`src/rtl/timer_irq_ctrl_if.sv`:
```
// Register bus between the MMU and the timer/interrupt block.
// The MMU side drives address, write strobe and data; the block returns read data.
interface timer_irq_ctrl_if;
  logic [15:0] addr;
  logic        we;
  logic [7:0]  wdata;
  logic [7:0]  rdata;

  modport master (output addr, output we, output wdata, input rdata);
  modport slave  (input addr, input we, input wdata, output rdata);
endinterface

```
`src/rtl/timer_irq_ctrl.sv`:
```
// DIV/TIMA/TMA/TAC timer with delayed TMA reload, plus the IF/IE interrupt registers
// that feed the CPU core.
module timer_irq_ctrl #(
  parameter int unsigned DIV_WIDTH = 16,
  parameter int unsigned OVF_DELAY = 4
) (
  input  logic                  clk,
  input  logic                  rst,
  timer_irq_ctrl_if.slave       bus,
  input  logic [4:0]            irq_pulse,
  output logic [7:0]            mmio_reg_IF,
  output logic [7:0]            mmio_reg_IE,
  output logic                  timer_irq
);

  localparam int unsigned DlyW = (OVF_DELAY > 2) ? $clog2(OVF_DELAY) : 1;

  typedef enum logic [0:0] {StIdle, StDelay} ovf_state_e;

  ovf_state_e           state_q;
  logic [DlyW-1:0]      dly_q;
  logic [DIV_WIDTH-1:0] counter_q;
  logic [7:0]           tima_q;
  logic [7:0]           tma_q;
  logic [2:0]           tac_q;
  logic [4:0]           if_q;
  logic [7:0]           ie_q;
  logic                 tick_q;

  logic wr_div, wr_tima, wr_tma, wr_tac, wr_if, wr_ie;
  logic sel_bit, tick_sig, tick_fall, reload;
  logic [4:0] if_d;

  always_comb begin
    wr_div  = bus.we && (bus.addr == 16'hFF04);
    wr_tima = bus.we && (bus.addr == 16'hFF05);
    wr_tma  = bus.we && (bus.addr == 16'hFF06);
    wr_tac  = bus.we && (bus.addr == 16'hFF07);
    wr_if   = bus.we && (bus.addr == 16'hFF0F);
    wr_ie   = bus.we && (bus.addr == 16'hFFFF);
  end

  always_comb begin
    unique case (tac_q[1:0])
      2'b00:   sel_bit = counter_q[9];
      2'b01:   sel_bit = counter_q[3];
      2'b10:   sel_bit = counter_q[5];
      default: sel_bit = counter_q[7];
    endcase
    tick_sig  = tac_q[2] & sel_bit;
    // Any 1->0 drop ticks, including those caused by DIV or TAC writes.
    tick_fall = tick_q & ~tick_sig;
    reload    = (state_q == StDelay) && (dly_q == '0) && !wr_tima;
    // Hardware set bits are OR'd in last so they win over a CPU clear.
    if_d      = (wr_if ? bus.wdata[4:0] : if_q) | (irq_pulse & 5'b11011) | {2'b00, reload, 2'b00};
  end

  always_ff @(posedge clk or negedge rst) begin
    if (!rst) begin
      state_q   <= StIdle;
      dly_q     <= '0;
      counter_q <= '0;
      tima_q    <= 8'h00;
      tma_q     <= 8'h00;
      tac_q     <= 3'b000;
      if_q      <= 5'b00000;
      ie_q      <= 8'h00;
      tick_q    <= 1'b0;
      timer_irq <= 1'b0;
    end else begin
      counter_q <= wr_div ? '0 : counter_q + {{(DIV_WIDTH-1){1'b0}}, 1'b1};
      tick_q    <= tick_sig;
      timer_irq <= reload;
      if_q      <= if_d;
      if (wr_tma) tma_q <= bus.wdata;
      if (wr_tac) tac_q <= bus.wdata[2:0];
      if (wr_ie)  ie_q  <= bus.wdata;

      if (wr_tima) begin
        tima_q  <= bus.wdata;
        state_q <= StIdle;
      end else if (reload) begin
        tima_q  <= wr_tma ? bus.wdata : tma_q;
        state_q <= StIdle;
      end else begin
        if (state_q == StDelay) dly_q <= dly_q - DlyW'(1);
        if (tick_fall) begin
          if (tima_q == 8'hFF) begin
            tima_q  <= 8'h00;
            state_q <= StDelay;
            dly_q   <= DlyW'(OVF_DELAY - 1);
          end else begin
            tima_q <= tima_q + 8'd1;
          end
        end
      end
    end
  end

  always_comb begin
    case (bus.addr)
      16'hFF04: bus.rdata = counter_q[15:8];
      16'hFF05: bus.rdata = tima_q;
      16'hFF06: bus.rdata = tma_q;
      16'hFF07: bus.rdata = {5'b11111, tac_q};
      16'hFF0F: bus.rdata = {3'b111, if_q};
      16'hFFFF: bus.rdata = ie_q;
      default:  bus.rdata = 8'hFF;
    endcase
  end

  assign mmio_reg_IF = {3'b111, if_q};
  assign mmio_reg_IE = ie_q;

endmodule
```
`src/flat_wrapper.sv`:
```
// flat-port wrapper written by rule: the top's interface ports become plain ports
module timer_irq_ctrl_flat 
#(
  parameter int unsigned DIV_WIDTH = 16,
  parameter int unsigned OVF_DELAY = 4
)
  (clk, rst, irq_pulse, mmio_reg_IF, mmio_reg_IE, timer_irq, bus_addr, bus_we, bus_wdata, bus_rdata);
  timer_irq_ctrl_if bus_i ();
  input  logic clk;
  input  logic rst;
  input  logic [4:0] irq_pulse;
  output logic [7:0] mmio_reg_IF;
  output logic [7:0] mmio_reg_IE;
  output logic timer_irq;
  input wire logic [$bits(bus_i.addr)-1:0] bus_addr;
  input wire logic [$bits(bus_i.we)-1:0] bus_we;
  input wire logic [$bits(bus_i.wdata)-1:0] bus_wdata;
  output wire logic [$bits(bus_i.rdata)-1:0] bus_rdata;
  assign bus_i.addr = bus_addr;
  assign bus_i.we = bus_we;
  assign bus_i.wdata = bus_wdata;
  assign bus_rdata = bus_i.rdata;
  timer_irq_ctrl #(.DIV_WIDTH(DIV_WIDTH), .OVF_DELAY(OVF_DELAY)) u_core (.clk(clk), .rst(rst), .bus(bus_i), .irq_pulse(irq_pulse), .mmio_reg_IF(mmio_reg_IF), .mmio_reg_IE(mmio_reg_IE), .timer_irq(timer_irq));
endmodule
```
`config.mk`:
```
export PLATFORM = sky130hd
export DESIGN_NAME = timer_irq_ctrl_flat
export DESIGN_NICKNAME = d
export VERILOG_FILES = /design/src/rtl/timer_irq_ctrl_if.sv /design/src/rtl/timer_irq_ctrl.sv /design/src/flat_wrapper.sv
export SDC_FILE = /design/constraint.sdc
export NUM_CORES = 1
export LEC_CHECK = 0
export CORE_ASPECT_RATIO = 1.25
export CORE_MARGIN = 3
export CORE_UTILIZATION = 50
export DETAILED_ROUTE_END_ITERATION = 6
export PLACE_DENSITY = 0.72
export SYNTH_ARGS = -nofsm -noshare
export SYNTH_HDL_FRONTEND = slang
export SYNTH_SLANG_ARGS = --single-unit
```
`constraint.sdc`:
```
create_clock -name clk -period 6.24 [get_ports clk]
set_input_delay 1.872 -clock clk [delete_from_list [all_inputs] [get_ports clk]]
set_output_delay 1.872 -clock clk [all_outputs]
set_load 0.01 [all_outputs]
```
# Word-level counts from Yosys, hierarchy flattened
# Cells that the tools add are included.
# Widths: inputs -> output; s select.
word_totals:
  reg_bits: 53
  in_bits: 32
  out_inout_bits: 25
classes:
  add_sub_neg: 3
  eq_ne: 9
  n_mux: 16
  bitwise_logic: 7
  reduce_logical: 15
op_table:
  columns: ["cell", "count"]
  rows:
  - ["$eq 16x16->1 const B", 6]
  - ["$pmux 8 s6", 1]
  - ["$mux 8", 5]
  - ["$add 16x1->16 const B", 1]
  - ["$mux 16", 1]
  - ["$add 8x1->8 const B", 1]
  - ["$eq 8x8->1 const B", 1]
  - ["$logic_and 1x1->1", 8]
  - ["$mux 2", 3]
  - ["$reduce_bool 3->1", 2]
  - ["$mux 5", 1]
  - ["$or 5x3->5", 1]
  - ["$or 5x5->5", 1]
  - ["$logic_not 2->1", 2]
  - ["$mux 1", 4]
  - ["$reduce_and 2->1", 2]
  - ["$not 1->1", 3]
  - ["$pmux 1 s3", 1]
  - ["$and 1x1->1", 2]
  - ["$eq 2x1->1 const B", 1]
  - ["$eq 2x2->1 const B", 1]
  - ["$sub 2x1->2 const B", 1]
  - ["$logic_not 1->1", 1]

# Longest topological paths before layout
# Gate-level depths: netlist of run 1.
depth:
  ltp_word: 8
  mapped_depth: 8

# Least setup slack after synthesis of run 1
# Ideal clock, no wire load.
synth_path:
  path_type: "in2out"
  startpoint: "in bus_addr[5]"
  endpoint: "out bus_rdata[2]"
  t_arrival_ps: 3801
  required_ps: 4368
  slack_ps: 567
  path_stages: 6
  path_buffers: 1
  cell_sequence: "or4_4 > or3_4 > nor3_4 > buf_6 > nor3_2 > or4_1"
synth_between:
  elab_chain_cells: 2
synth_rtl:
  columns: ["item", "line_no", "text"]
  rows:
  - ["start: declaration", "flat_wrapper.sv:15", "input wire logic [$bits(bus_i.addr)-1:0] bus_addr;"]
  - ["$eq 16x16->1", "timer_irq_ctrl.sv:101", "case (bus.addr)"]
  - ["$pmux 8 s6 (*)", "timer_irq_ctrl.sv:101", null]
  - ["end: declaration", "flat_wrapper.sv:18", "output wire logic [$bits(bus_i.rdata)-1:0] bus_rdata;"]
# Every way passes the cells marked *; elsewhere a longest branch is shown, timed or not.

# Final worst setup path of run 1
# Ends and elaborated chain as after synthesis.

==> results.ini, run 1 <==
[drt]
drt_iter0_markers=252
wl_per_cell_um=17.21
ant_nets=0
num_vias=2850
via_per_inst=5.828
drc=0
drt_wl_total_mm=8.415
drt_pass1_iterations=4

[floorplan]
initial_core_util_pct=51.79
rows=32
dieArea_sq_um=7433
fp.dieH_um=95.65
core_area_sq_um=6206
io-pin-count=57
die_w_um=77.72

[worst_hold_path]
hold_path.class=flip-flop to flip-flop
worstHoldEndpoint=u_core.counter_q[0]
min_from=u_core.counter_q[0]
holdPathStages=1

[logic_synthesis]
syn_inst=343
synth_top_family_by_area=simple AND/OR/NAND/NOR gates
muxShareOfSynthArea_pct=10.94
synth.distinct_cells=54
yosysWarnings=0
yosysTopAreaCell=dfrtp_1
synth_xor_xnor_area_share_pct=4.360
synth_ff_type=dfrtp_1
async_flop_share_pct=100.0
synthDominantCellAreaShare_pct=41.26
syn_area_sq_um=3214
synth-seq-cells=53
syn_avg_cell_area_sq_um=9.371
synth_area_leaders=dfrtp_1, mux2_2, nor2_1, nand2_1, nand3_1
synth_edf_count=0
synth-compound-area-share_pct=15.34
seq_area_frac_synth_pct=41.26
synth-simple-area-share_pct=23.20
synthAdderAreaFrac_pct=1.168

[final_layout]
syn2layout_area_growth_pct=24.17
drive_above_1_share_pct=15.35
design_area_sq_um=3991
num_antenna_cells=0
multi_input_comb_area_sq_um=1782
seq_area_sq_um=1326
fillers=527
nets=438

[grt]
met2_usage_pct=40.14
busiest_layer=met2
use_met1_pct=30.12
grtUsageTotal_pct=23.56
grt_overflow=0
grt_max_degree=54
grt_first_pass_wirelength_mm=13.74
grt_pass1_vias=2683
grt_use_met3_pct=4.348
antenna_found_initial=0

[sta]
setup_viol_count_final=0
timing_hold_violations_final=0
clock_skew_ps=4.742
max-slew-margin-rel_pct=44.80
holdWs_ps=496.6
max_freq_mhz=163.5
worst_slew_pin_slew_ps=821.1
post-route-period-util_pct=98.04
rsz0062_at_grt=no
finalMaxSlewViolations=0
post-route-min-period_ps=6118

[setup_path]
crit_family=simple AND/OR/NAND/NOR gates
max_stage_delay_ps=540
worst_path_max_delay_cell=or4_4
critPathRequiredTime_ps=4370
critPathBufInv=2
critical_path_depth=7
cp-start-kind=primary input
regToRegStartpoint=u_core.dly_q[0]
cp-end-kind=primary output
cp_cell_sequence=clkdlybuf4s50_1, or4_4, or3_4, nor3_4, nor3_2, or4_1, clkdlybuf4s15_1
worstPathArrival_ps=4250
r2r_end=u_core.tima_q[3]
critPathKind=primary input to primary output
r2r_setup_slack_ps=4260
reg2regPathDepth=6
worstPathMaxFanout=3

[power]
vdd_ir_drop_max_v=0.0001141
power_density_nw_per_um2=158.6
p_leak_uw=0.001648

[clock_network]
clockBufferDepth=2
cts_buffers=5
h-tree-depth=2
clock_latency_ps=310
clkTransAtPathRegs_ps=100
root_buffer=clkbuf_8
cts_tree=done
clock_sinks=53

[run_status]
status=finished, final reports clean

[run]
drv_cap=0

[placed_design]
globalplace.congestion=0.9388
dpl_cell_area_sq_um=3877
port_buffers=52
hpwlAfterDp_mm=6.459

what timing repair did:
| action | in CTS | in global routing |
|---|---|---|
| resized for setup | 6 | 4 |
| setup buffers | 0 | 1 |
| endpoints found under the setup margin | 5 | 5 |
| pin swaps | 1 | 3 |
| hold buffers | 0 | 0 |
cells by family after synthesis:
| logic type | count (synthesis) |
|---|---|
| AND/OR/NAND/NOR | 142 |
| flip-flops | 53 |
| buffers and inverters | 25 |
| other | 1 |
| XOR/XNOR | 16 |
| AO/OA/AOI/OAI | 71 |
| adder cells (fa/ha/maj) | 3 |
| multiplexers | 32 |
area by class of cell:
class	count	share of cell area, %
clock buffers	6	2.069
clock inverters	2	0.4389
inverters	6	0.5643
multi-input cells	267	44.64
flip-flops and latches	53	33.23
well taps	85	2.665
repair buffers	70	16.39
worst max path at each step:
stage | from | endpoint | slack (ps)
2_1_floorplan | bus_addr[5] | bus_rdata[2] | 570
3_3_place_gp | bus_addr[5] | bus_rdata[2] | -190
3_5_place_dp | bus_addr[5] | bus_rdata[2] | -190
4_1_cts | bus_addr[5] | bus_rdata[2] | 20
5_1_grt | bus_addr[5] | bus_rdata[0] | 30
6_report | bus_addr[5] | bus_rdata[2] | 120
placed cells by master, fill, tap and decap left out, drive strengths merged, types with 10 or more instances in the layout:
master         instances
dfrtp                 53
mux2                  25
o21ai                 11
nor2                  37
nand2                 30
xnor2                 10
nor3                  11
nand3                 22
a21oi                 14
clkdlybuf4s50         44
buf                   19
synth_stat cells, types with 2 or more instances:
cell / n
mux2i_1: 7
clkbuf_1: 12
nand2b_1: 5
o2bb2ai_1: 3
dfrtp_1: 53
a2bb2oi_1: 3
buf_4: 3
o221ai_1: 2
nor4_1: 3
mux2_2: 25
and3_1: 8
o22ai_1: 7
a22o_1: 4
xor2_1: 6
o21ai_0: 11
buf_2: 3
a31oi_1: 4
a21boi_0: 2
a21oi_1: 14
a211o_1: 5
a2111o_1: 2
nor2b_1: 6
xnor2_1: 10
nand4_1: 3
and2_1: 4
a22oi_1: 6
nor2_1: 37
nor3_4: 2
nand2_1: 30
nand3_1: 22
nor3_1: 8
inv_1: 6
ha_1: 3
or3_1: 4
power by group:
| part | internal [uW] | switching, uW | leakage [uW] |
|---|---|---|---|
| sequential | 350 | 6.80 | 0.000695 |
| clock | 92.5 | 121 | 0.0000518 |
| combinational | 29.0 | 33.5 | 0.000901 |
registers in the layout, indices dropped and copies added, names as in the netlist, 2 cells and up:
register and count:
u_core.counter_q 16, u_core.mmio_reg_IE 8, u_core.tima_q 8, u_core.tma_q 8, u_core.if_q 5, u_core.tac_q 3, u_core.dly_q 2
per-stage QoR:
stage                     instances  total power, uW  TNS, ps  utilization [%]  setup WS, ps
after floorplan                 345            387.0        0                -         566.8
after global routing            489            659.9        0            64.31         29.94
after detailed placement        480            426.0   -557.4            62.48        -186.6
after global placement          480            424.3   -526.3            62.48        -188.8
after CTS                       488            639.4        0            64.05         18.64
final                           489            632.9        0            64.31         122.1
layer usage:
metal | share of wire [%] | wire, um | vias to the layer above
met1 | 42 | 3518 | 1398
met2 | 51 | 4326 | 76
met5 | 0 | 0 | -
li1 | - | - | 1360
met4 | 2.0 | 169 | 0
met3 | 4.8 | 400 | 16
Note: power is estimated with default switching activity, not from simulation.
==> run 2: changes to the inputs <==
--- a/config.mk
+++ b/config.mk
@@ -9,6 +9,7 @@
 export CORE_MARGIN = 3
 export CORE_UTILIZATION = 50
 export DETAILED_ROUTE_END_ITERATION = 6
+export GPL_TIMING_DRIVEN = 0
 export PLACE_DENSITY = 0.72
 export SYNTH_ARGS = -nofsm -noshare
 export SYNTH_HDL_FRONTEND = slang
==> results.ini, run 2 (synthesis results as in run 1) <==
[setup_path]
worstPathMaxFanout=5
crit_family=simple AND/OR/NAND/NOR gates
max_stage_delay_ps=570
critPathBufInv=3
cp_cell_sequence=clkdlybuf4s50_1, or4_4, or3_4, nor3_4, buf_4, nor3_2, or4_1, clkbuf_2
cp-end-kind=primary output
worst_path_max_delay_cell=or4_4
critPathRequiredTime_ps=4370
worstPathArrival_ps=4300
critPathKind=primary input to primary output
cp-start-kind=primary input

[final_layout]
drive_above_1_share_pct=14.18
nets=443
syn2layout_area_growth_pct=23.59
layout_commonest_cell=dfrtp_1
fillers=529
largest_register_ffs=16
seq_area_sq_um=1326
top_register=u_core.counter_q
multi_input_comb_area_sq_um=1784
design_area_sq_um=3973
layout_common_cells=dfrtp_1, clkdlybuf4s50_1, nor2_1
num_antenna_cells=0

[floorplan]
core_area_sq_um=6206
initial_core_util_pct=51.79
fp.dieH_um=95.65
rows=32
die_w_um=77.72
dieArea_sq_um=7433
io-pin-count=57

[sta]
setup_viol_count_final=0
fin_ws_ps=67.04
worst_slew_pin_slew_ps=761.1
finalMaxSlewViolations=0
rsz0062_at_grt=no
holdWs_ps=488.9
timing_hold_violations_final=0
post-route-period-util_pct=98.93
max_freq_mhz=162.0
post-route-min-period_ps=6173
max-slew-margin-rel_pct=48.84
fin_tns_setup_ps=0
clock_skew_ps=6.133

[placed_design]
pre_cts_ws_ps=-396.6
hpwlAfterDp_mm=6.578
dpl_cell_area_sq_um=3844
globalplace.congestion=0.9254
port_buffers=50

[clock_network]
root_buffer=clkbuf_8
clock_latency_ps=310
cts_tree=done
clock_sinks=53
cts_buffers=5
clockBufferDepth=2
clkTransAtPathRegs_ps=90
h-tree-depth=2
cts_hold_buf=0

[power]
power_density_nw_per_um2=154.2
p_leak_uw=0.001628
vdd_ir_drop_max_v=0.0001146
total_power_uw=612.4

[grt]
grt_overflow=0
grt_first_pass_wirelength_mm=14.33
grt_max_degree=37
grtUsageTotal_pct=24.61
grt_pass1_vias=2883
antenna_found_initial=0

[drt]
wl_per_cell_um=17.61
drc=0
ant_nets=0
drt_wl_total_mm=8.697
num_vias=2866
via_per_inst=5.802
drt_pass1_iterations=4
drt_iter0_markers=249

[run_status]
status=finished, final reports clean

[worst_hold_path]
hold_path.class=flip-flop to flip-flop

[run]
drv_cap=0

-- run 2: changes by cell type in the layout (fill, tap and decap cells not counted), moves of 2 or more --
| cell | change |
|---|---|
| dlygate4sd2_1 | -2 |
| clkinvlp_4 | +2 |
| buf_2 | +3 |
| clkbuf_2 | +2 |
| buf_4 | -9 |
| clkbuf_1 | +12 |
-- run 2: cell type report --
class | instances | share of cell area [%]
clock buffer | 6 | 1.827
inverter | 6 | 0.5669
timing repair buffer | 56 | 13.86
tap | 85 | 2.677
sequential | 53 | 33.39
buffer | 19 | 2.394
clock inverter | 2 | 0.3780
multi-input combinational | 267 | 44.91
-- run 2: path summary, 6_finish.rpt --
| path | to | depth (start not counted) | from | slack [ps] |
|---|---|---|---|---|
| max | bus_rdata[2] | 8 | bus_addr[5] | 70 |
| min | u_core.counter_q[0] | 1 | u_core.counter_q[0] | 490 |
| max reg2reg | u_core.tima_q[4] | 8 | u_core.dly_q[0] | 4260 |
| min reg2reg | u_core.counter_q[0] | 1 | u_core.counter_q[0] | 490 |
| max in group asynchronous | u_core.counter_q[3] | 2 | rst | 4220 |
| min in group asynchronous | u_core.mmio_reg_IE[6] | 1 | rst | 1490 |
-- run 2: repair_timing --
item | 4_1_cts | 5_1_grt
setup endpoints to repair | 7 | 7
buffers inserted | 4 | 1
resized for setup | 4 | 6
pin swaps | 4 | 0
-- run 2: through the flow --
stage	utilization (%)	cells
finish	64.01	494
detailed placement	61.94	481
global route	64.01	494
CTS	63.79	493
floorplan	-	345
global placement	61.69	480
-- run 2: worst reg2reg max path: cells and delay by family (launching register included) --
family	cells	cell delay [ps]
buffers and inverters	2	240
flip-flops	1	380
adder cells (fa/ha/maj)	1	260
AO/OA/AOI/OAI	3	640
AND/OR/NAND/NOR	2	390
-- run 2: report_power, final --
part | switching [uW] | internal [uW]
Clock | 114 | 79.2
Sequential | 6.95 | 350
Combinational | 34.3 | 28.2
-- run 2: metal layers --
layer / vias up / global-route usage (%) / wire, um
li1: 1371 / - / -
met1: 1397 / 30.96 / 3664
met2: 76 / 41.29 / 4397
met3: 22 / 4.159 / 353
met4: 0 / 11.57 / 281
met5: - / 0 / 0
